**src/rtl/note_player.sv**
```systemverilog
// Per-note sequencer for the sine_reader datapath: fetches the note's phase step
// from the frequency ROM, then issues sample-advance pulses for the note's beats.
module note_player #(
  parameter int NOTE_W = 6,
  parameter int DUR_W  = 6,
  parameter int STEP_W = 20
) (
  input  logic              clk,
  input  logic              reset,
  input  logic              play_enable,
  input  logic              load_new_note,
  input  logic [NOTE_W-1:0] note,
  input  logic [DUR_W-1:0]  duration,
  input  logic              beat,
  input  logic              sample_req,
  output logic [NOTE_W-1:0] freq_addr,
  input  logic [STEP_W-1:0] freq_data,
  output logic [STEP_W-1:0] step_size,
  output logic              generate_next_sample,
  output logic              note_done,
  output logic              busy
);

  typedef enum logic [2:0] {
    IDLE  = 3'd0,
    FETCH = 3'd1,
    WAIT  = 3'd2,
    PLAY  = 3'd3,
    DONE  = 3'd4
  } state_t;

  localparam logic [DUR_W-1:0] DUR_ONE = DUR_W'(1);

  state_t           state, state_nxt;
  logic [DUR_W-1:0] dur_reg;
  logic [DUR_W-1:0] dur_cnt;
  logic             beat_en;
  logic             last_beat;

  // Beats only count while running; the last one ends the note instead of decrementing.
  assign beat_en   = beat & play_enable;
  assign last_beat = beat_en && (dur_cnt == DUR_ONE);

  always_comb begin
    state_nxt = state;
    unique case (state)
      IDLE:    if (load_new_note) state_nxt = FETCH;
      FETCH:   state_nxt = WAIT;
      WAIT:    state_nxt = (dur_reg == '0) ? DONE : PLAY;
      PLAY:    if (last_beat) state_nxt = DONE;
      DONE:    state_nxt = IDLE;
      default: state_nxt = IDLE;
    endcase
  end

  always_ff @(posedge clk or negedge reset) begin
    if (!reset) begin
      state                <= IDLE;
      freq_addr            <= '0;
      dur_reg              <= '0;
      dur_cnt              <= '0;
      step_size            <= '0;
      generate_next_sample <= 1'b0;
    end else begin
      state <= state_nxt;

      if (state == IDLE && load_new_note) begin
        freq_addr <= note;
        dur_reg   <= duration;
      end

      // freq_data has had two edges to settle on freq_addr by the WAIT cycle.
      if (state == WAIT) begin
        step_size <= (freq_addr == '0) ? '0 : freq_data;
        dur_cnt   <= dur_reg;
      end else if (state == PLAY && beat_en && !last_beat) begin
        dur_cnt <= dur_cnt - DUR_ONE;
      end

      generate_next_sample <= (state == PLAY) && sample_req && play_enable;
    end
  end

  assign busy      = (state != IDLE);
  assign note_done = (state == DONE);

endmodule

```
**config.mk**
```make
export PLATFORM = sky130hd
export DESIGN_NAME = note_player
export DESIGN_NICKNAME = d
export VERILOG_FILES = /design/src/rtl/note_player.sv
export SDC_FILE = /design/constraint.sdc
export NUM_CORES = 1
export LEC_CHECK = 0
export BUFFER_PORTS_ARGS = -buffer_cell sky130_fd_sc_hd__buf_2
export CAP_MARGIN = 20
export CORE_MARGIN = 1.5
export CORE_UTILIZATION = 50
export CTS_CLUSTER_SIZE = 28
export DETAILED_ROUTE_END_ITERATION = 7
export GPL_TIMING_DRIVEN = 0
export PLACE_DENSITY_LB_ADDON = 0.08
export SETUP_SLACK_MARGIN = 0.5
export SLEW_MARGIN = 20
export SYNTH_ARGS = -nofsm -noshare
export SYNTH_HDL_FRONTEND = slang
export SYNTH_SLANG_ARGS = --single-unit
```
**constraint.sdc**
```tcl
create_clock -name clk -period 2.9 [get_ports clk]
set_input_delay 0.435 -clock clk [delete_from_list [all_inputs] [get_ports clk]]
set_output_delay 0.435 -clock clk [all_outputs]
set_load 0.02 [all_outputs]
```
-- Yosys cells after proc, flatten, opt, wreduce, memory -nomap -nowiden
Cells that the tools add are included.
- add/subtract/negate cells: 1
- multipliers: 0
- divide/modulo/power cells: 0
- $lt $le $gt $ge: 0
- equal/unequal tests: 7
- shifts and indexed selects: 0
- muxes and demuxes: 7
- bitwise operators: 1
- reductions and logical operators: 13
- operators by type and width (cell ; number):
    two-way mux 20 bit ; 1
    zero test 6 bit ; 2
    two-way mux 6 bit ; 2
    one-hot mux 3 bit (4 select lines) ; 1
    two-way mux 3 bit ; 3
    == test 3 x 2 -> 1 bit, second input constant ; 2
    == test 6 x 1 -> 1 bit, second input constant ; 1
    logical AND 1 bit ; 6
    subtractor 6 x 1 -> 6 bit, second input constant ; 1
    != test 2 bit, second input constant ; 2
    == test 3 x 1 -> 1 bit, second input constant ; 1
    == test 3 bit, second input constant ; 1
    zero test 3 bit ; 1
    nonzero test 3 bit ; 1
    AND reduction 2 bit ; 1
    nonzero test 2 bit ; 1
    AND 1 bit ; 1
    zero test 1 bit ; 1
- flip-flop bits (word level): 42
- bits in latches: 0
- RAM bits: 0
- bits in read-only memories: 0
- input bits: 38
- output and inout bits: 29
- logic and storage cells: 35
- memories kept: 0

-- Longest topological paths before layout
- depth after elaboration: 6
- depth in mapped cells: 6
- gate-level depth less buffers: 6

-- Worst setup path before layout
Ideal clock, no wire load.
- path type: reg-to-reg
- start: register state[1]
- end: register dur_reg[2]
- setup time: 125 ps
- data arrival time: 1487 ps
- data required time: 2775 ps
- slack: 1288 ps
- cell stages (with the launch flop): 5
- buffers on the path: 1
- clock period less this slack: 1612 ps
- path through: dfrtp_1 or3_4 nor2_2 buf_4 mux2_2
- word-level cells in the longest chain between the ends: 2
- RTL lines (item ; line ; RTL):
    from (decl) ; 34 ; state_t state, state_nxt;
    from (signal assigned) ; 65 ; state <= state_nxt;
    zero test 3 bit ; 67 ; if (state == IDLE && load_new_note) begin
    logical AND 1 bit ; 67 ;
    to (signal assigned) ; 69 ; dur_reg <= duration;
    to (decl) ; 35 ; logic [DUR_W-1:0] dur_reg;
Every way passes these cells.
A chain may end at the register's enable or synchronous reset.

-- Worst setup path after layout
- start: register state[2]
- end: output busy
- word-level cells in the longest chain between the ends: 1
- RTL lines (item ; line ; RTL):
    nonzero test 3 bit ; 84 ; assign busy = (state != IDLE);
    to (decl) ; 21 ; output logic busy
Every way passes these cells.

==> impl_metrics.py <==
metrics = {
    "run_status": {
        "status": "completed",
    },
    "yosys": {
        "synth_top_family_by_area": "simple AND/OR/NAND/NOR gates",
        "ys.flop_type": "dfrtp_1",
        "yosys.area_share.simple": 0.1899,
        "synthAdderAreaFrac": 0.01328,
        "synth_edf_count": 0,
        "syn_avg_cell_area_sq_um": 10.35,
        "yosysWarnings": 0,
        "syn_area_sq_um": 1884,
        "ys_ff_latch": 42,
        "synth_async_sr_flop_share": 1.000,
        "syn_inst": 182,
        "synth_compound_area_frac": 0.09960,
        "synthXorXnorAreaFrac": 0.01394,
        "synth.distinct_cells": 39,
        "syn_nets": 222,
        "synth_mux_area_frac": 0.09031,
        "synth.yosys.seq_area_share": 0.5578,
    },
    "global_route": {
        "grt_pass1_vias": 1473,
        "antenna_found_initial": 0,
        "grt_pass1_wl_mm": 6.410,
        "grt_max_degree": 43,
        "overflow": 0,
        "grt_usage": 0.1986,
    },
    "place": {
        "dpl-instance-area_sq_um": 2275,
        "dp_slack_ns": 1.189,
        "gp_congestion": 0.7729,
        "hpwl_mm": 2.634,
        "dp.cells": 296,
        "port_buffers": 66,
    },
    "worst_hold_path": {
        "hp-class": "input port to asynchronous set/reset pin",
    },
    "routing": {
        "drt_iter0_drc": 106,
        "postRouteAntennaNets": 0,
        "routed-wl-met3_um": 237,
        "wl_met1_mm": 1.635,
        "route.detailed.drc": 0,
        "top_layer_used": "met4",
        "vias": 1531,
        "wl_mm": 3.630,
        "viasPerCell": 5.036,
        "wire_per_inst_um": 11.94,
        "first_pass_iters": 4,
        "routed-wl-met2_mm": 1.722,
    },
    "setup_path": {
        "cp.required_ns": 2.47,
        "reg2reg_from": "state[2]",
        "cp_data_arrival_time_ns": 1.34,
        "reg2reg_depth": 4,
        "r2r_end": "dur_reg[3]",
        "cp_max_fo": 7,
        "reg2reg_setup_slack_ns": 1.19,
        "worstSetupEndpointType": "primary output",
        "startpoint_type": "flop",
        "critPathKind": "flop to primary output",
    },
    "power": {
        "vdd_drop_max_mv": 0.5362,
        "powerDensity_nw_per_um2": 1103,
        "p_leak_nw": 1.156,
    },
    "clock_tree": {
        "clock-sinks": 42,
        "cts_root_buffer": "clkbuf_8",
        "cts_tree": "done",
        "clk_path_buf_depth": 2,
        "cts_resized": 0,
        "insertion_delay_ns": 0.29,
        "cts_hold_buf": 0,
        "cts.clk_slew.worst_paths_ns": 0.08,
        "cts_htree_levels": 2,
        "cts_buffers": 5,
        "cts_setup_buffers": 0,
    },
    "timing": {
        "relSlewSlack": 0.4056,
        "maxSlewViolCount": 0,
        "fin_skew_ns": 0.003413,
        "finalHoldViolCount": 0,
        "fmax_ghz": 0.5645,
        "final.setup.tns_ns": 0,
        "setup_viol": 0,
        "finalCriticalPeriod_ns": 1.772,
        "tightest_slew_ns": 0.8917,
        "rsz0062_at_grt": "no",
        "fin_crit_sh": 0.6109,
        "fin_ws_ns": 1.128,
    },
    "final_layout": {
        "layout_commonest_cell": "buf_2",
        "area_delta_synth_final_pct": 25.76,
        "n_fill_cell": 345,
        "utilization": 0.6522,
        "layout.cells.non_filler": 304,
        "final_area_sq_um": 2370,
        "largest_reg_flops": 20,
        "mostFrequentLayoutCells": "buf_2 (72), nand2_1 (47), dfrtp_1 (42)",
        "antenna_cells": 0,
        "drive_gt1_frac": 0.4023,
        "top_register": "step_size",
        "final_nets": 295,
    },
    "floorplan": {
        "coreArea_sq_um": 3633,
        "fp.dieW_um": 64.39,
        "fp-row-count": 22,
        "initial_core_util": 0.5186,
        "die-area_sq_um": 4146,
        "pin_count": 67,
        "chipHeight_um": 64.39,
    },
    "flow_run": {
        "maxCapViolations": 0,
    },
}
[layer usage]
metal,vias to the layer above,GRT usage
li1,761,-
met1,724,0.2491
met2,44,0.3346
met3,2,0.05810
met4,0,0.05585
met5,-,0
[metrics by stage]
stage	hold WS (ns)	power [mW]
floorplan	0.1394	1.873
global placement	0.4560	2.223
detailed placement	0.4652	2.251
CTS	0.2939	2.647
global route	0.3428	2.842
finish	0.2565	2.613
[area by class of cell]
type	count	area, sq um	area share
Multi-Input combinational cell	126	767.0	0.3237
Inverter	3	11.26	0.004752
Tap cell	48	60.06	0.02534
Clock inverter	2	12.51	0.005280
Sequential cell	42	1051	0.4435
Clock buffer	6	82.58	0.03485
Buffer	11	55.05	0.02323
Timing Repair Buffer	66	330.3	0.1394
[cell usage after synthesis, types with 2 or more instances]
library cell,instances,area (sq um)
dfrtp_1,42,1051
o211ai_1,2,15.01
xor2_1,2,17.52
o22ai_1,2,12.51
nand3_1,3,15.01
nor4_1,2,12.51
clkbuf_2,2,10.01
nand2b_1,2,12.51
ha_1,2,25.02
inv_1,3,11.26
mux2_2,12,135.1
nor2_1,4,15.01
buf_2,6,30.03
mux2i_1,2,20.02
o21ai_0,23,115.1
nand2_1,47,176.4
or2_2,2,12.51
or3_4,2,22.52
clkbuf_1,2,7.510
[report_power, final]
| part | total (mW) | internal, mW | switching [mW] |
|---|---|---|---|
| Clock | 0.390 | 0.191 | 0.199 |
| Sequential | 1.06 | 0.872 | 0.187 |
| Combinational | 1.16 | 0.479 | 0.685 |
[worst max path at each step]
stage,slack [ns],cells past startpoint,startpoint,to
6_report,1.13,2,state[2],busy
5_1_grt,1.07,2,state[1],busy
4_1_cts,1.11,2,state[1],busy
3_5_place_dp,1.19,4,state[1],dur_reg[4]
3_3_place_gp,1.19,6,play_enable,dur_cnt[5]
2_1_floorplan,1.29,4,state[1],dur_reg[2]
[critical path: stages (launching register included)]
cell and delay, ns:
dfrtp_1 0.45, or3_4 0.43, buf_2 0.17
[logic make-up (layout without fill, tap and decap cells)]
group	count (synthesis)	after routing
buffers and inverters	14	88
flip-flops	42	42
adder cells (fa/ha/maj)	2	2
AND/OR/NAND/NOR	74	74
AO/OA/AOI/OAI	32	32
XOR/XNOR	3	3
multiplexers	15	15
Power figures use the tool's default switching activity.
